==> src/rtl/scoreboard_fu_if.sv <==
// Issue / write-back bundle between the scoreboard and the integer functional unit.
// master = scoreboard side, slave = functional unit side.
interface scoreboard_fu_if #(
    parameter int WIDTH  = 32,
    parameter int ADDR_W = 10
);
    logic              issue_valid;
    logic              ready;
    logic [31:0]       IR;
    logic [WIDTH-1:0]  in_1;
    logic [WIDTH-1:0]  in_2;
    logic [WIDTH-1:0]  in_immediate;
    logic              flush;
    logic              wb_ack;
    logic              result_valid;
    logic [WIDTH-1:0]  result;
    logic [ADDR_W-1:0] mem_dest;
    logic [4:0]        dest_tag;
    logic              illegal;

    modport master (
        output issue_valid, IR, in_1, in_2, in_immediate, flush, wb_ack,
        input  ready, result_valid, result, mem_dest, dest_tag, illegal
    );

    modport slave (
        input  issue_valid, IR, in_1, in_2, in_immediate, flush, wb_ack,
        output ready, result_valid, result, mem_dest, dest_tag, illegal
    );
endinterface

==> src/rtl/scoreboard_fu.sv <==
// Multi-cycle integer functional unit: decodes and computes at issue, releases the
// result after LATENCY cycles and holds it until the scoreboard acknowledges write-back.
module scoreboard_fu #(
    parameter int WIDTH   = 32,
    parameter int ADDR_W  = 10,
    parameter int LATENCY = 2
) (
    input  logic           clock,
    input  logic           reset,
    scoreboard_fu_if.slave bus
);
    localparam logic [3:0] CNT_LOAD = 4'(LATENCY - 1);

    typedef enum logic [1:0] {IDLE = 2'd0, EXEC = 2'd1, DONE = 2'd2} state_t;

    state_t                   state;
    state_t                   state_next;
    logic [3:0]               cnt;
    logic                     accept;

    logic [5:0]               opcode;
    logic [5:0]               funct;
    logic [WIDTH-1:0]         sum_imm;
    logic signed [WIDTH-1:0]  a_s;
    logic signed [WIDTH-1:0]  b_s;
    logic [WIDTH-1:0]         calc_res;
    logic [ADDR_W-1:0]        calc_mem;
    logic [4:0]               calc_tag;
    logic                     calc_ill;
    logic                     unused_ir;

    logic [WIDTH-1:0]         res_p0;
    logic [ADDR_W-1:0]        mem_p0;
    logic [4:0]               tag_p0;
    logic                     ill_p0;

    assign accept    = (state == IDLE) && bus.issue_valid && !bus.flush;
    assign opcode    = bus.IR[31:26];
    assign funct     = bus.IR[5:0];
    assign sum_imm   = bus.in_1 + bus.in_immediate;
    assign a_s       = bus.in_1;
    assign b_s       = bus.in_2;
    assign unused_ir = ^{bus.IR[25:21], bus.IR[10:6]};

    always_ff @(posedge clock) begin
        if (reset) state <= IDLE;
        else       state <= state_next;
    end

    always_ff @(posedge clock) begin
        if (reset)                        cnt <= '0;
        else if (accept)                  cnt <= CNT_LOAD;
        else if (state == EXEC && cnt != '0) cnt <= cnt - 4'd1;
    end

    always_comb begin
        state_next = state;
        if (bus.flush) begin
            state_next = IDLE;
        end else begin
            case (state)
                IDLE:    if (bus.issue_valid) state_next = EXEC;
                EXEC:    if (cnt == '0)       state_next = DONE;
                DONE:    if (bus.wb_ack)      state_next = IDLE;
                default: state_next = IDLE;
            endcase
        end
    end

    // Decode/compute at issue; the result is parked until the latency expires.
    always_comb begin
        calc_res = '0;
        calc_mem = '0;
        calc_tag = '0;
        calc_ill = 1'b0;
        case (opcode)
            6'b000000: begin
                calc_tag = bus.IR[15:11];
                case (funct)
                    6'b100000: calc_res = bus.in_1 + bus.in_2;
                    6'b100010: calc_res = bus.in_1 - bus.in_2;
                    6'b100100: calc_res = bus.in_1 & bus.in_2;
                    6'b100101: calc_res = bus.in_1 | bus.in_2;
                    6'b101010: calc_res = (a_s < b_s) ? WIDTH'(1) : '0;
                    default: begin
                        calc_tag = '0;
                        calc_ill = 1'b1;
                    end
                endcase
            end
            6'b001000: begin
                calc_res = sum_imm;
                calc_tag = bus.IR[20:16];
            end
            6'b100011: begin
                calc_res = sum_imm;
                calc_mem = ADDR_W'(bus.IR[20:16]);
                calc_tag = bus.IR[20:16];
            end
            6'b101011: begin
                calc_res = bus.in_2;
                calc_mem = sum_imm[ADDR_W-1:0];
            end
            default: calc_ill = 1'b1;
        endcase
    end

    // Stage p0: holding registers, loaded only on accept.
    always_ff @(posedge clock) begin
        if (accept) begin
            res_p0 <= calc_res;
            mem_p0 <= calc_mem;
            tag_p0 <= calc_tag;
            ill_p0 <= calc_ill;
        end
    end

    always_comb begin
        bus.ready        = (state == IDLE);
        bus.result_valid = (state == DONE);
        bus.result       = bus.result_valid ? res_p0 : '0;
        bus.mem_dest     = bus.result_valid ? mem_p0 : '0;
        bus.dest_tag     = bus.result_valid ? tag_p0 : '0;
        bus.illegal      = bus.result_valid && ill_p0;
    end
endmodule

==> src/flat_wrapper.sv <==
// flat-port wrapper written by rule: the top's interface ports become plain ports
module scoreboard_fu_flat 
#(
    parameter int WIDTH   = 32,
    parameter int ADDR_W  = 10,
    parameter int LATENCY = 2
)
  (clock, reset, bus_issue_valid, bus_IR, bus_in_1, bus_in_2, bus_in_immediate, bus_flush, bus_wb_ack, bus_ready, bus_result_valid, bus_result, bus_mem_dest, bus_dest_tag, bus_illegal);
  scoreboard_fu_if #(.WIDTH(WIDTH), .ADDR_W(ADDR_W)) bus_i ();
  input  logic clock;
  input  logic reset;
  input wire logic [$bits(bus_i.issue_valid)-1:0] bus_issue_valid;
  input wire logic [$bits(bus_i.IR)-1:0] bus_IR;
  input wire logic [$bits(bus_i.in_1)-1:0] bus_in_1;
  input wire logic [$bits(bus_i.in_2)-1:0] bus_in_2;
  input wire logic [$bits(bus_i.in_immediate)-1:0] bus_in_immediate;
  input wire logic [$bits(bus_i.flush)-1:0] bus_flush;
  input wire logic [$bits(bus_i.wb_ack)-1:0] bus_wb_ack;
  output wire logic [$bits(bus_i.ready)-1:0] bus_ready;
  output wire logic [$bits(bus_i.result_valid)-1:0] bus_result_valid;
  output wire logic [$bits(bus_i.result)-1:0] bus_result;
  output wire logic [$bits(bus_i.mem_dest)-1:0] bus_mem_dest;
  output wire logic [$bits(bus_i.dest_tag)-1:0] bus_dest_tag;
  output wire logic [$bits(bus_i.illegal)-1:0] bus_illegal;
  assign bus_i.issue_valid = bus_issue_valid;
  assign bus_i.IR = bus_IR;
  assign bus_i.in_1 = bus_in_1;
  assign bus_i.in_2 = bus_in_2;
  assign bus_i.in_immediate = bus_in_immediate;
  assign bus_i.flush = bus_flush;
  assign bus_i.wb_ack = bus_wb_ack;
  assign bus_ready = bus_i.ready;
  assign bus_result_valid = bus_i.result_valid;
  assign bus_result = bus_i.result;
  assign bus_mem_dest = bus_i.mem_dest;
  assign bus_dest_tag = bus_i.dest_tag;
  assign bus_illegal = bus_i.illegal;
  scoreboard_fu #(.WIDTH(WIDTH), .ADDR_W(ADDR_W), .LATENCY(LATENCY)) u_core (.clock(clock), .reset(reset), .bus(bus_i));
endmodule
==> config.mk <==
export PLATFORM = sky130hd
export DESIGN_NAME = scoreboard_fu_flat
export DESIGN_NICKNAME = d
export VERILOG_FILES = /design/src/rtl/scoreboard_fu_if.sv /design/src/rtl/scoreboard_fu.sv /design/src/flat_wrapper.sv
export SDC_FILE = /design/constraint.sdc
export NUM_CORES = 1
export LEC_CHECK = 0
export ABC_CLOCK_PERIOD_IN_PS = 5400
export CORE_MARGIN = 10
export CORE_UTILIZATION = 43
export DETAILED_ROUTE_END_ITERATION = 8
export PLACE_DENSITY = 0.69
export SYNTH_ARGS = -nofsm -noshare
export SYNTH_HDL_FRONTEND = slang
export SYNTH_SLANG_ARGS = --single-unit
==> constraint.sdc <==
create_clock -name clock -period 5.4 [get_ports clock]
set_input_delay 1.08 -clock clock [delete_from_list [all_inputs] [get_ports clock]]
set_output_delay 1.08 -clock clock [all_outputs]
set_load 0.005 [all_outputs]
[Word level (Yosys, flattened, before mapping)]
Cells that the tools add are included.
Storage, ports and cells
  register bits: 54
  word-level logic and storage cells: 60
Operators by class
  order comparisons: 1
  bitwise logic cells: 2
  $add $sub $neg: 4
  reductions and logical operators: 16
  mux-type cells: 17
  equality and inequality tests: 13
Operator list (number)
  $pmux 32 s5: 1
  $pmux 32 s3: 1
  $add 32x32->32: 2
  $eq 6x6->1 const B: 7
  $and 32x32->32: 1
  $lt 32x32->1: 1
  $mux 32: 1
  $or 32x32->32: 1
  $sub 32x32->32: 1
  $pmux 10 s2: 1
  $mux 10: 1
  $mux 5: 2
  $pmux 5 s2: 1
  $eq 6x4->1 const B: 1
  $logic_not 6->1: 1
  $mux 2: 3
  $ne 2x2->1 const B: 3
  $pmux 2 s3: 1
  $reduce_or 2->1: 3
  $reduce_or 5->1: 1
  $logic_and 1x1->1: 4
  $logic_not 4->1: 1
  $mux 1: 4
  $reduce_bool 4->1: 1
  other kinds (9): 9

[Longest topological paths before layout]
Gate-level depths: netlist of run 1.
  word-level depth: 4
  gate-level depth with buffers: 13
  mapped depth without buffers: 13

[Least setup slack after synthesis of run 1]
No wires, ideal clock.
  kind: in2reg
  start point: input bus_in_1[0]
  end point: register u_core.res_p0[0], data pin
  path buffers: 0
  slack: 1.449 ns
  arrival: 3.691 ns
  data required time: 5.140 ns
  stages: 13
  path through: inv_1 ha_1 fa_1 or2_1 a221oi_2 o211ai_2 o221ai_2 nand4_2 a31oi_1 o2111ai_1 a211o_1 a221oi_2 o21ai_1
On the way
  word-level cells in the longest chain between the ends: 4
  elaborated cells between the ends (all ways): 9
  classes of those cells: add/sub (3); order compare (1); mux (3); bitwise (2)
RTL lines
  from (decl): line flat_wrapper.sv:14  | input wire logic [$bits(bus_i.in_1)-1:0] bus_in_1;
  $lt 32x32->1: line scoreboard_fu.sv:84  | 6'b101010: calc_res = (a_s < b_s) ? WIDTH'(1) : '0;
  $mux 1: line scoreboard_fu.sv:84
  $pmux 32 s5: line scoreboard_fu.sv:79  | case (funct)
  $pmux 32 s3 *: line scoreboard_fu.sv:76  | case (opcode)
  named net u_core.calc_res[0]: line scoreboard_fu.sv:26  | logic [WIDTH-1:0] calc_res;
  to (signal assigned): line scoreboard_fu.sv:111  | res_p0 <= calc_res;
  to (decl): line scoreboard_fu.sv:32  | logic [WIDTH-1:0] res_p0;
Mark *: on every way through the listed nets, which the timed path passes. The rest lies on a longest branch.
A chain may end at the register's enable or synchronous reset.

[Worst setup path after layout of run 1]
  start point: input bus_in_1[1]
  end point: register u_core.res_p0[0], data pin
On the way
  word-level cells in the longest chain between the ends: 4
RTL lines (line)
  $lt 32x32->1: scoreboard_fu.sv:84
  $mux 1: scoreboard_fu.sv:84
  $pmux 32 s5: scoreboard_fu.sv:79
  $pmux 32 s3: scoreboard_fu.sv:76
  named net u_core.calc_res[0]: scoreboard_fu.sv:26
The timed path passes the listed nets, and every way through them passes these cells.

==> metrics.txt, run 1 <==
status complete, no violations; max cap viols 0; CP max stage delay a little over 0.6 ns; Post-Syn Nets 1404; RD Place Congestion ~0.95; Syn Inst Count approximately 1100; Tcrit/Tclk final 87.6%; post-synth cell types 74; Worst setup SP type input pin; CTS tree done; starting density of the core 43.6%; area grow syn2layout 24.0%; # rows 52; first-pass GRT wire length between 40 and 50 mm; share of layout cells above drive strength 1 under 10%; sequential power share between 20% and 30%; most common cell in the netlist ha_1; First-pass DRT Iterations 7; flop2flop setup slack 3.58 ns; cts hold-fix bufs 0; pin count of the biggest net entering global routing 51; synth cell count leaders 141 x ha_1, 109 x nor2_1, 105 x inv_1, 99 x a21oi_1, 63 x o21ai_0; Max rail drop VDD roughly 110 µV; # DRC 0; worst min path class flop to flop; Post-synth EDFFs 48; die height 163 µm; DPL Wire Length 22.3 mm; ys async rst share 0%; synth top area cells ha_1 20%, edfxtp_1 16%, a21oi_1 5.6%, nor2_1 4.6%, inv_1 4.5%; Slew headroom 29.3%; met2 GRT Util 31.0%; vias in the first global route 8363; post-CTS setup buffers 0; met1 GRT Util between 20 and 30%; fin crit period 4.73 ns; element type at the critical path end flop; setup TNS 0 ns; #FFs+latches synth 54; clock share of power 21.0%; Placeable Area 0.0202 mm²; f_max 211 MHz; Seq/Total Area, Yosys 17.7%; combinational power share 49.4%; # resized after CTS 0; WL final 27.8 mm; Syn. warnings 0; syn avg cell area 7.83 µm²; Mapped Area 0.00882 mm²; Clock Skew 0.00505 ns; htree depth 2; Worst Max-Slew Pin Slew 1.06 ns; RSZ-0062 raised after global routing no; switch share 37.9%; Slew Limit Fails 0; Most Crowded Layer GR met2; CP cell instances clkdlybuf4s50_1, inv_1, fa_1, or2_1, a221oi_2, o211ai_2, o221ai_2, nand4_2, a31oi_1, o2111ai_1, a211o_1, a221oi_2, o21ai_1; Nets 1541; top-area cell type share of the netlist area 20.0%; top_reg_cell synth edfxtp_1; initial antenna violation count 0; Req. time, crit path 5.46 ns; met3 usage in global routing 3.07%; Root Driver clkbuf_16; global route overflow 0; die area 0.0266 mm²; leak pwr 0.00464 µW; critical path class input pin to flop; Min Hold Slack 0.517 ns; Final Hold Fails 0; most used cell, CP a221oi_2; worst-skew pair later-pin latency 0.31 ns; Clock Sink Count 54; P_sw 615 µW; diode count 0; WL per Instance 18.1 µm; DRT antenna net count 0; vias just under 9000; vias per cell 5.67; Pint 1010 µW; I/O pin count 183; top cell type by total area after synthesis ha_1; PortBufs 172; Total GRT Usage 19.9%; clk slew on worst S/H paths 0.07 ns; CP max-delay cell clkdlybuf4s50_1; total CTS buffers 5; Final Setup Violations 0; Worst Path Arrival 4.79 ns; Pwr per Cell Area 149 mW/mm²; CTS max path bufs 2; DRT iter0 DRCs 658; Die X roughly 160 µm; crit-path max FO 5
-- flip-flops by register name, indices dropped and copies added, names as in the netlist --
register / flops
u_core.cnt: 4
u_core.state: 2
u_core.res_p0: 32
u_core.mem_p0: 10
u_core.ill_p0: 1
u_core.tag_p0: 5
-- layer usage --
| metal | up-vias | routed length (µm) | share of wire [%] |
|---|---|---|---|
| met2 | 302 | 12200 | 44 |
| met4 | 0 | 488 | 1.8 |
| li1 | 4345 | - | - |
| met1 | 4027 | 13300 | 48 |
| met3 | 30 | 1870 | 6.7 |
| met5 | - | 0 | 0 |
-- kinds of logic after synthesis --
logic type	Yosys count	synth area share, %
muxes	11	1.25
DFF	54	17.7
xor gates and xnor gates	58	5.76
AOI/OAI and AO/OA	389	30.1
buffers and inverters	162	6.94
and+or+nand+nor	309	17.6
adders and majority gates	144	20.7
-- layout make-up --
cell class,instances,area [µm²]
fillers,1919,9300
well taps,270,338
repair buffers,187,1830
clock buffers,6,129
flip-flops and latches,54,1560
clock inverters,2,13.8
inverters,105,394
multi-input cells,911,6670
-- worst paths after layout --
check / cells after the start / end / start
hold / removal: 2 / u_core.cnt[1] / u_core.cnt[1]
setup reg to reg: 4 / u_core.state[1] / u_core.state[1]
hold reg to reg: 2 / u_core.cnt[1] / u_core.cnt[1]
setup / recovery: 13 / u_core.res_p0[0] / bus_in_1[1]
-- placed cells by master, fill, tap and decap left out, types with 14 or more instances in the layout --
cell type        synthesis  routed
a21oi_1                 99      99
ha_1                   141     141
nor3_1                  17      17
clkdlybuf4s50_1          0     171
xnor2_1                 36      36
a21o_1                  41      41
a211oi_1                16      16
a22oi_1                 20      20
o211ai_1                17      17
and2_1                  52      52
xor2_1                  22      22
buf_4                    0      15
nand2b_1                15      15
nor2_1                 109     108
o21ai_0                 63      63
edfxtp_1                48      48
nand2_1                 49      49
inv_1                  105     105
a22o_1                  14      14
-- through the flow --
| step | instance area, µm² | setup slack, ns | instances | util (%) | power [µW] |
|---|---|---|---|---|---|
| 6_report | 10900 | 0.668 | 1535 | 54.0 | 1630 |
| 5_1_grt | 10900 | 0.484 | 1535 | 54.0 | 1740 |
| 4_1_cts | 10900 | 0.704 | 1535 | 54.0 | 1630 |
| 3_5_place_dp | 10800 | 0.381 | 1527 | 53.3 | 1280 |
| 3_3_place_gp | 10800 | 0.442 | 1527 | 53.3 | 1270 |
| 2_1_floorplan | 8820 | 1.45 | 1127 | - | 1020 |
-- critical path: cells and delay by family --
family	cells	cell delay (ns)
AND/OR/NAND/NOR	2	0.46
AO/OA/AOI/OAI	8	2.06
buffers and inverters	2	0.76
adder cells (fa/ha/maj)	1	0.42
-- power groups by stage --
stage / logic (µW) / clock network, µW / registers, µW
after detailed placement: 792 / 0 / 490
after floorplan: 527 / 0 / 488
final: 804 / 342 / 480
after global routing: 887 / 366 / 482
after global placement: 783 / 0 / 490
after CTS: 797 / 349 / 480
Power figures use the tool's default switching activity.
==> run 2: changes to the inputs <==
--- a/config.mk
+++ b/config.mk
@@ -6,8 +6,10 @@
 export NUM_CORES = 1
 export LEC_CHECK = 0
 export ABC_CLOCK_PERIOD_IN_PS = 5400
+export CORE_ASPECT_RATIO = 0.6
 export CORE_MARGIN = 10
 export CORE_UTILIZATION = 43
+export CTS_CLUSTER_DIAMETER = 120
 export DETAILED_ROUTE_END_ITERATION = 8
 export PLACE_DENSITY = 0.69
 export SYNTH_ARGS = -nofsm -noshare
==> metrics.txt, run 2 (synthesis results as in run 1) <==
element type at the critical path end flop; # resized after CTS 0; sequential power share 28.1%; First-pass DRT Iterations 6; cts hold-fix bufs 0; RSZ-0062 raised after global routing no; CP delay by family, top compound AO/OA/AOI/OAI gates; DPL Wire Length 24.5 mm; Req. time, crit path 5.46 ns; dpl ws 0.289 ns; Slew Limit Fails 0; vias 9050; crit-path max FO 5; Largest regs u_core.res_p0: 32 flops, u_core.mem_p0: 10 flops, u_core.tag_p0: 5 flops; Nets 1538; CP max-delay cell o21ai_0; worst min path class flop to flop; Reg2Reg Depth 3; vias per cell roughly 5.9; global route overflow 0; leak pwr 0.00465 µW; clk slew on worst S/H paths around 0.080 ns; PortBufs about 170; Tcrit/Tclk final 92.5%; Die X around 200 µm; Worst setup SP type input pin; WL per Instance about 20 µm; largest register by flop count u_core.res_p0; # DRC 0; htree depth 2; RD Place Congestion just under 1; first-pass GRT wire length between 40 and 50 mm; Pint 1060 µW; CP cell instances clkdlybuf4s50_1, ha_1, o21ai_0, o21ai_0, nand3_1, a21oi_1, o31ai_2, o31ai_1, a31o_2, nand2_1, mux2i_1, a211o_1; CP max stage delay 0.79 ns; Min Hold Slack 0.527 ns; CP Buf/Inv Count 1; Clock Skew 0.00773 ns; reg2reg start u_core.state[1]; critical path class input pin to flop; most common cell after layout, fill and taps aside clkdlybuf4s50_1; flop2flop setup slack 3.57 ns; # rows 40; switch share 38.1%; pin count of the biggest net entering global routing 61; final instance area 0.0110 mm²; Final Hold Fails 0; P_sw between 600 and 700 µW; Total GRT Usage around 22%; Pwr per Cell Area 156 mW/mm²; combinational power share 48.6%; Worst Hold Depth 2; most frequent cells in the layout 171 x clkdlybuf4s50_1, 141 x ha_1, 108 x nor2_1; starting density of the core 44.0%; clock share of power 23.3%; hold path startpoint u_core.cnt[1]; share of layout cells above drive strength 1 3.96%; worst reg2reg path endpoint u_core.state[1]; Largest register FFs 32; setup slack after layout around 0.40 ns; Final Setup Violations 0; Clock Sink Count 54; dpl cell area between 0.01 and 0.015 mm²; Max rail drop VDD 121 µV; diode count 0; f_max 200 MHz; fin crit period 5.00 ns; total CTS buffers 5; DRT antenna net count 0; I/O pin count 183; post-CTS setup buffers 0; area grow syn2layout 24.4%; status complete, no violations; WL final slightly above 30 mm; Worst Path Arrival ~5 ns; Slew headroom 21.7%; DRT iter0 DRCs between 1000 and 1500; Worst Max-Slew Pin Slew 1.17 ns; max cap viols 0; vias in the first global route 8348; die height 131 µm; Placeable Area ~0.02 mm²; CTS tree done; die area 0.0268 mm²; CTS max path bufs 2; worst-skew pair later-pin latency 0.31 ns; Root Driver clkbuf_16; most used cell, CP o21ai_0; Worst Hold End u_core.cnt[1]; initial antenna violation count 0; setup TNS 0 ns
[run 2: worst min-delay path, delay by kind of cell (launching register included)]
family | cells | cell delay [ns]
AO/OA/AOI/OAI | 1 | 0.05
AND/OR/NAND/NOR | 1 | 0.10
flip-flops | 1 | 0.33
[run 2: layout make-up]
class / instances / area, µm²
clock buffers: 5 / 125
clock inverters: 3 / 47.5
fillers: 1868 / 9100
inverters: 105 / 394
multi-input cells: 911 / 6690
flip-flops and latches: 54 / 1560
well taps: 273 / 342
repair buffers: 184 / 1810
[run 2: how the worst max path moves through the flow]
stage          depth (start not counted)                end        start
2_1_floorplan                         13   u_core.res_p0[0]  bus_in_1[0]
3_3_place_gp                          12  u_core.res_p0[31]  bus_in_1[2]
3_5_place_dp                          12  u_core.res_p0[31]  bus_in_1[2]
4_1_cts                               12  u_core.res_p0[31]  bus_in_1[2]
5_1_grt                               14   u_core.res_p0[0]  bus_in_1[0]
6_report                              12  u_core.res_p0[31]  bus_in_1[2]
[run 2: per-stage QoR]
step                      cells  power, µW  util, %
after global routing       1535       1810     54.7
final                      1535       1710     54.7
after CTS                  1535       1700     54.7
after floorplan            1127       1020        -
after detailed placement   1527       1300     53.8
after global placement     1527       1290     53.8
[run 2: per-layer routing]
| layer | global-route usage [%] | up-vias | part of all wire, % | wire length [µm] |
|---|---|---|---|---|
| li1 | - | 4342 | - | - |
| met1 | 34.6 | 4210 | 50 | 15400 |
| met2 | 30.5 | 484 | 38 | 11600 |
| met3 | 6.15 | 14 | 13 | 3890 |
| met4 | 1.94 | 0 | 0.37 | 116 |
| met5 | 0 | - | 0 | 0 |
[run 2: power groups by stage]
| stage | Combinational, µW | Sequential, µW | Clock (µW) |
|---|---|---|---|
| 2_1_floorplan | 527 | 488 | 0 |
| 3_3_place_gp | 797 | 490 | 0 |
| 3_5_place_dp | 807 | 490 | 0 |
| 4_1_cts | 813 | 480 | 407 |
| 5_1_grt | 907 | 482 | 421 |
| 6_report | 830 | 480 | 398 |
